<file path="src/rtl/exu_mem_stage_pkg.sv">
// exu_mem_stage_pkg: shared core defines for the memory stage (sizes, FSM states, width defaults).
package exu_mem_stage_pkg;
  localparam int XLEN_DEF        = 32;
  localparam int ADDR_WIDTH_DEF  = 32;
  localparam int RFIDX_WIDTH_DEF = 5;
  typedef enum logic [1:0] {SZ_B = 2'd0, SZ_H = 2'd1, SZ_W = 2'd2, SZ_D = 2'd3} size_e;
  typedef enum logic [1:0] {IDLE = 2'd0, REQ = 2'd1, RSP = 2'd2} state_e;
endpackage

</file>
<file path="src/rtl/exu_mem_stage_ld_align.sv">
// exu_ld_align: picks the addressed lane out of a load response and sign/zero-extends it.
module exu_ld_align
  import exu_mem_stage_pkg::*;
#(
  parameter int XLEN = XLEN_DEF,
  parameter int LG   = $clog2(XLEN / 8)
) (
  input  logic [XLEN-1:0] rdata,
  input  logic [LG-1:0]   lane,
  input  logic [1:0]      size,
  input  logic            is_unsigned,
  output logic [XLEN-1:0] data
);
  logic [XLEN-1:0] s, m;
  logic            sign;
  assign s    = rdata >> {lane, 3'b000};
  assign m    = size == SZ_B ? XLEN'(8'hff) : size == SZ_H ? XLEN'(16'hffff) :
                (size == SZ_W && XLEN > 32) ? XLEN'(32'hffff_ffff) : '1;
  assign sign = size == SZ_B ? s[7] : size == SZ_H ? s[15] : s[31];
  assign data = (s & m) | ({XLEN{sign & ~is_unsigned}} & ~m);
endmodule

</file>
<file path="src/rtl/exu_mem_stage.sv">
// exu_mem_stage: single-outstanding load/store issue stage with writeback.
// Optional EXU_MISALIGN_TRAP_EN: trap misaligned ops instead of forcing alignment.
module exu_mem_stage
  import exu_mem_stage_pkg::*;
#(
  parameter int XLEN        = XLEN_DEF,
  parameter int ADDR_WIDTH  = ADDR_WIDTH_DEF,
  parameter int RFIDX_WIDTH = RFIDX_WIDTH_DEF
) (
  input  logic                   clk,
  input  logic                   rst_n,
  input  logic                   i_flush,
  input  logic                   i_op_vld,
  output logic                   o_op_rdy,
  input  logic                   i_op_wr,
  input  logic [1:0]             i_op_size,
  input  logic                   i_op_unsigned,
  input  logic [XLEN-1:0]        i_base,
  input  logic [XLEN-1:0]        i_offset,
  input  logic [XLEN-1:0]        i_wdata,
  input  logic [RFIDX_WIDTH-1:0] i_rdidx,
  output logic [ADDR_WIDTH-1:0]  o_lsu_addr,
  output logic                   o_lsu_addr_vld,
  input  logic                   i_lsu_addr_rdy,
  output logic                   o_lsu_wr,
  output logic [XLEN-1:0]        o_lsu_wdata,
  output logic [XLEN/8-1:0]      o_lsu_wstrb,
  input  logic                   i_lsu_rsp_vld,
  input  logic [XLEN-1:0]        i_lsu_rdata,
  output logic                   o_wb_vld,
  output logic [RFIDX_WIDTH-1:0] o_wb_rdidx,
  output logic [XLEN-1:0]        o_wb_data,
  output logic                   o_pipe_stall,
  output logic                   o_misalign
);
  localparam int NB = XLEN / 8;
  localparam int LG = $clog2(NB);
  state_e                 state, nxt;
  logic                   acc, mis, op_wr, op_uns, kill, rsp_ld;
  logic [1:0]             eff, op_size;
  logic [7:0]             ones;
  logic [XLEN-1:0]        sum, rep, ld_data;
  logic [ADDR_WIDTH-1:0]  addr_raw, mask, addr_al;
  logic [NB-1:0]          strb;
  logic [RFIDX_WIDTH-1:0] op_rdidx;
  assign o_op_rdy       = state == IDLE && !i_flush;
  assign acc            = i_op_vld && o_op_rdy;
  assign o_pipe_stall   = state != IDLE;
  assign o_lsu_addr_vld = state == REQ;
  assign o_lsu_wr       = op_wr;
  assign rsp_ld         = state == RSP && i_lsu_rsp_vld && !op_wr;
  assign sum            = i_base + i_offset;
  assign addr_raw       = sum[ADDR_WIDTH-1:0];
  assign eff            = i_op_size > 2'(LG) ? 2'(LG) : i_op_size;
  assign mask           = ADDR_WIDTH'((32'd1 << eff) - 32'd1);
  assign addr_al        = addr_raw & ~mask;
  assign ones           = eff == 2'd0 ? 8'h01 : eff == 2'd1 ? 8'h03 : eff == 2'd2 ? 8'h0f : 8'hff;
  assign strb           = NB'(ones) << addr_al[LG-1:0];
  always_comb begin
    rep = '0;
    for (int j = 0; j < NB; j++) rep[8*j +: 8] = i_wdata[8*(j & ((1 << eff) - 1)) +: 8];
  end
`ifdef EXU_MISALIGN_TRAP_EN
  logic misalign;
  assign mis        = |(addr_raw & mask);
  assign o_misalign = misalign;
  always_ff @(posedge clk or negedge rst_n)
    if (!rst_n) misalign <= 1'b0;
    else misalign <= acc && mis;
`else
  assign mis        = 1'b0;
  assign o_misalign = 1'b0;
`endif
  always_comb begin
    nxt = state;
    nxt = state == IDLE ? (acc && !mis ? REQ : IDLE) :
          state == REQ  ? (i_lsu_addr_rdy ? RSP : REQ) :
                          (i_lsu_rsp_vld ? IDLE : RSP);
  end
  always_ff @(posedge clk or negedge rst_n)
    if (!rst_n) state <= IDLE;
    else state <= nxt;
  exu_ld_align #(.XLEN(XLEN), .LG(LG)) u_ld_align (
    .rdata(i_lsu_rdata), .lane(o_lsu_addr[LG-1:0]), .size(op_size),
    .is_unsigned(op_uns), .data(ld_data)
  );
  // kill only lives between acceptance and the return to IDLE
  always_ff @(posedge clk or negedge rst_n) begin
    if (!rst_n) begin
      o_lsu_addr  <= '0;
      o_lsu_wdata <= '0;
      o_lsu_wstrb <= '0;
      o_wb_vld    <= 1'b0;
      o_wb_data   <= '0;
      o_wb_rdidx  <= '0;
      op_wr       <= 1'b0;
      op_uns      <= 1'b0;
      op_size     <= '0;
      op_rdidx    <= '0;
      kill        <= 1'b0;
    end else begin
      o_wb_vld <= rsp_ld && !kill && !i_flush;
      kill     <= state != IDLE && (kill || i_flush);
      if (acc) begin
        o_lsu_addr  <= addr_al;
        o_lsu_wdata <= rep;
        o_lsu_wstrb <= i_op_wr ? strb : '0;
        op_wr       <= i_op_wr;
        op_uns      <= i_op_unsigned;
        op_size     <= eff;
        op_rdidx    <= i_rdidx;
      end
      if (rsp_ld) begin
        o_wb_data  <= ld_data;
        o_wb_rdidx <= op_rdidx;
      end
    end
  end
endmodule

</file>
<file path="config.mk">
export PLATFORM = sky130hd
export DESIGN_NAME = exu_mem_stage
export DESIGN_NICKNAME = d
export VERILOG_FILES = /design/src/rtl/exu_mem_stage_pkg.sv /design/src/rtl/exu_mem_stage_ld_align.sv /design/src/rtl/exu_mem_stage.sv
export SDC_FILE = /design/constraint.sdc
export NUM_CORES = 1
export LEC_CHECK = 0
export CORE_UTILIZATION = 36
export DETAILED_ROUTE_END_ITERATION = 8
export GPL_ROUTABILITY_DRIVEN = 1
export PLACE_DENSITY = 0.71
export SETUP_SLACK_MARGIN = 0.4
export SLEW_MARGIN = 40
export SYNTH_ARGS = -nofsm -noshare
export SYNTH_HDL_FRONTEND = slang
export SYNTH_SLANG_ARGS = --single-unit
</file>
<file path="constraint.sdc">
create_clock -name clk -period 5.5 [get_ports clk]
set_clock_uncertainty 0.15 [all_clocks]
set_input_delay 1.1 -clock clk [delete_from_list [all_inputs] [get_ports clk]]
set_output_delay 1.1 -clock clk [all_outputs]
set_load 0.01 [all_outputs]
</file>
### Word level (Yosys, flattened, before mapping)

Cells that the tools add are included.

* add/sub/neg operators: 3
* $lt $le $gt $ge: 1
* eq/ne operators: 4
* shift operators: 6
* multiplexer cells: 13
* bitwise gates (word level): 8
* reduce and logical (&&, ||, !) cells: 15

Operator list (count)
* $and A32 B32 Y32: 3
* $mux W32: 2
* $not A32 Y32: 2
* $shiftx A32 B6 Y8: 2
* $add A32 B32 Y32: 1
* $or A32 B32 Y32: 1
* $shiftx A32 B5 Y8: 1
* $shl A1 B2 Y32 const A: 1
* $shr A32 B5 Y32: 1
* $sub A32 B1 Y32 const B: 1
* $mux W4: 3
* $mux W2: 5
* $logic_and A1 B1 Y1: 7
* $eq A2 B1 Y1 const B: 3
* $logic_not A2 Y1: 3
* $shl A4 B2 Y4: 1
* $logic_not A1 Y1: 3
* $mux W1: 3
* $eq A2 B2 Y1 const B: 1
* $gt A2 B2 Y1 const B: 1
* $reduce_bool A2 Y1: 1
* $sub A2 B2 Y2 const B: 1
* $and A1 B1 Y1: 1
* $logic_or A1 B1 Y1: 1
* $not A1 Y1: 1

* flip-flop bits (word level): 118
* output and inout port bits: 111

### Depth between registers and ports, before layout

* depth in word-level cells: 8
* mapped depth: 10
* depth with buffers taken out: 10

### By module

A second synthesis with hierarchy kept.

* cells, all modules: 754
* area total of the unflattened synthesis: 7196.9 um^2

Modules (own cells, without submodules)
* exu_mem_stage: times used 1, cells an instance 635, area an instance 6302.3 um^2, seq. area each 2952.8 um^2
* exu_ld_align: times used 1, cells an instance 119, area an instance 894.6 um^2, seq. area each 0.0 um^2

### Least setup slack after synthesis

OpenSTA, ideal clock, no wires.

* kind: in2reg
* start point: input i_base[0]
* end point: register o_lsu_addr[28]
* library setup time: 69 ps
* arrival: 3125 ps
* data required time: 5281 ps
* slack: 2156 ps
* cell stages on the path: 10
* buffers on the path: 0
* cells stage by stage: ha_1 inv_1 fa_1 nand2b_1 a21oi_1 o211ai_1 a21oi_1 o311ai_1 or4b_1 nand3_1

* word-level cells in the longest chain between the ends: 2

RTL lines
* from (decl): line exu_mem_stage.sv:18 `input logic [XLEN-1:0] i_base,`
* $add A32 B32 Y32: line exu_mem_stage.sv:52 `assign sum = i_base + i_offset;`
* $and A32 B32 Y32: line exu_mem_stage.sv:56 `assign addr_al = addr_raw & ~mask;`
* to (signal assigned): line exu_mem_stage.sv:105 `o_lsu_addr <= addr_al;`
* to (decl): line exu_mem_stage.sv:22 `output logic [ADDR_WIDTH-1:0] o_lsu_addr,`

Every way passes these cells.
A chain may end at the register's enable or synchronous reset.

### Final worst setup path

Same ends and word-level chain as after synthesis.

==> metrics.md <==
| Metric | Value |
|---|---|
| Max frequency | `0.263 GHz` |
| Buffers on Ports | `252` |
| CP Data Arrival Time | `3990 ps` |
| Pint | `3.00 mW` |
| RSZ-0062 raised after global routing | `false` |
| GP Congestion | `0.876` |
| Mapped cell area | `7040 µm²` |
| DRT Pass-1 Iters | `5` |
| Period utilization | `69.0%` |
| Core Area | `19000 µm²` |
| Layout fillers | `1737` |
| Final WL | `21800 µm` |
| Post-DR vias/cell | `5.09` |
| R2R Setup Slk | `2810 ps` |
| Crit path from | `i_base[0]` |
| Final Cell Area | `10500 µm²` |
| Clock net sink count | `118` |
| Cells after synthesis | `810` |
| Total Routing Usage GR | `22.1%` |
| EDFF count, synth | `0` |
| Dominant synthesized flop cell | `dfrtp_1` |
| Outcome | `complete, no violations` |
| Sw frac | `32.7%` |
| Worst Tran Pin Value | `714 ps` |
| Minimum clock period | `3800 ps` |
| Num ports | `254` |
| Post-synthesis async set-or-reset flop share | `100%` |
| Final std cells w/o fill | `1320` |
| Final WS setup | `1700 ps` |
| Inst Count DP | `1288` |
| Nets | `1223` |
| Hold path depth | `1` |
| Core Util, Final | `55.2%` |
| Initial antenna violation count | `1` |
| Worst Hold Class | `register to register` |
| Register area | `2950 µm²` |
| Yosys top cell area share | `42.0%` |
| Comb pwr share | `39.5%` |
| WP data required | `5700 ps` |
| CTS tree | `yes` |
| Pin count of the biggest net entering global routing | `68` |
| Setup crit end | `o_lsu_addr[28]$_DFFE_PN0P_` |
| Avg WL per Cell | `16.5 µm` |
| Post-synth top cells | `176 x nand2_1, 118 x dfrtp_1, 97 x o21ai_0` |
| YS warnings | `0` |
| H-tree depth | `4` |
| Root Buffer | `clkbuf_16` |
| Clock buffer depth | `2` |
| First-pass GRT wire length | `34400 µm` |
| # diodes | `0` |
| Sequential share of power | `31.5%` |
| #FFs+latches synth | `118` |
| GR Overflow Total | `0` |
| Reg2Reg Capture Point | `o_lsu_addr[31]$_DFFE_PN0P_` |
| Hpwl dp | `16500 µm` |
| CP startpoint kind | `input port` |
| Total power divided by cell area | `426 nW/µm²` |
| Vias in the first global route | `6472` |
| Critical path endpoint category | `register` |
| Postcts setup bufs | `0` |
| Syn Area/Cell | `8.69 µm²` |
| Placed Area | `9780 µm²` |
| Number of hold buffers added after CTS | `0` |
| Sw Pwr | `1.46 mW` |
| DP Worst Slack | `1280 ps` |
| DRC viols | `0` |
| Max_cap viols | `0` |
| Cell row count | `50` |
| TNS Setup | `0 ps` |
| Post-CTS Resized | `0` |
| CTS clk-pin slew, worst paths | `60 ps` |
| Multi-input combinational cell area | `3840 µm²` |
| Clk network pwr share | `28.9%` |
| IR Drop Worst-Case VDD | `0.000189 V` |
| Setup CP Type | `input port to register` |
| Sequential fraction of the synthesis area | `42.0%` |
| Leak pwr | `4.57 nW` |
| Finish-stage setup viols | `0` |
| Routed Antenna Nets | `0` |
| Post-synth top area cell | `dfrtp_1` |
| Via Count | `6721` |
| Max Slew Vio Count | `0` |
| Synth top area cells | `dfrtp_1 42%, nand2_1 9.4%, o21ai_0 6.9%, ha_1 5.7%, mux2i_1 5.7%` |
| Proportion of layout cells with a drive suffix above 1 | `7.36%` |
| Chip height | `142 µm` |
| Initial Util | `37.1%` |
| Reg2reg path depth | `7` |
| Most common cell in the synthesized netlist | `nand2_1` |
| Reg2reg start | `state[0]$_DFF_PN0_` |
| Inserted Clock Buffers | `17` |
| P&R area growth vs syn | `48.8%` |
| Final hold violation count | `0` |
| Die area | `20100 µm²` |
| Clk Latency, worst-skew pair | `410 ps` |
| Synth cell types | `66` |
| Chip width | `142 µm` |
| Crit-path max FO | `4` |
| Detailed router's first-iteration violation count | `284` |
| Worst slew margin | `52.2%` |
critical path: stages:
cell and delay (ps):
clkdlybuf4s50_1 460, ha_1 230, inv_1 70, fa_1 390
nand2b_1 170, a21oi_1 290, o211ai_1 150, a21oi_1 320
o311ai_1 210, or4b_1 500, nand3_1 90
power groups by stage:
stage	logic, mW	registers, mW	clock network [mW]
6_report	1.76	1.41	1.29
5_1_grt	1.93	1.45	1.36
4_1_cts	1.78	1.41	1.32
3_5_place_dp	1.77	1.41	0
3_3_place_gp	1.75	1.40	0
2_1_floorplan	0.664	1.53	0
stage by stage:
step                hold slack, ps  power [mW]
floorplan                      260        2.19
global placement               266        3.15
detailed placement             272        3.18
CTS                            280        4.50
global route                   298        4.73
finish                         279        4.46
how the worst min path moves through the flow:
stage                              start                 end  slack (ps)
after CTS                 kill$_DFF_PN0_  o_wb_vld$_DFF_PN0_         280
after global routing      kill$_DFF_PN0_  o_wb_vld$_DFF_PN0_         300
after global placement    kill$_DFF_PN0_  o_wb_vld$_DFF_PN0_         270
after floorplan           kill$_DFF_PN0_  o_wb_vld$_DFF_PN0_         260
final                     kill$_DFF_PN0_  o_wb_vld$_DFF_PN0_         280
after detailed placement  kill$_DFF_PN0_  o_wb_vld$_DFF_PN0_         270
sequential cells by signal (all words and copies together), names as in the netlist:
signal       flops
kill             1
o_lsu_addr      32
o_lsu_wdata     32
o_lsu_wr         1
o_lsu_wstrb      4
o_wb_data       32
o_wb_rdidx       5
o_wb_vld         1
op_rdidx         5
op_size          2
op_uns           1
state            2
cell families after synthesis:
family,after synthesis,synth area share [%]
AND/OR/NAND/NOR,282,17.5
AO/OA/AOI/OAI,240,20.3
flip-flops,118,42.0
buffers and inverters,62,3.93
multiplexers,51,7.45
adder cells (fa/ha/maj),33,5.97
XOR/XNOR,22,2.74
other,2,0.107
routing by layer:
layer	wire (µm)	track usage [%]	up-vias
met5	13	0	-
li1	-	-	3316
met2	10600	36.8	236
met4	253	6.51	2
met3	1400	5.97	19
met1	9590	28.1	3148
placed cells by master, fill, tap and decap left out, drive strengths merged, types with 6 or more instances in the layout:
master           n
xnor2           10
clkdlybuf4s50  251
a21oi           74
nand3           13
nand4            7
clkbuf          18
bufinv           6
o21ai           99
nand2          177
buf             12
mux2            11
o21bai           7
nor2            35
xor2            12
inv             18
nor3            11
dfrtp          118
ha              32
mux2i           40
a21o            12
nor2b            6
layout make-up:
cell class | instances | share of cell area [%]
multi-input combinational | 631 | 36.7
sequential | 118 | 28.2
timing repair buffer | 263 | 24.9
clock buffer | 18 | 4.20
tap | 260 | 3.11
clock inverter | 14 | 2.37
inverter | 16 | 0.574
Power figures use the tool's default switching activity.
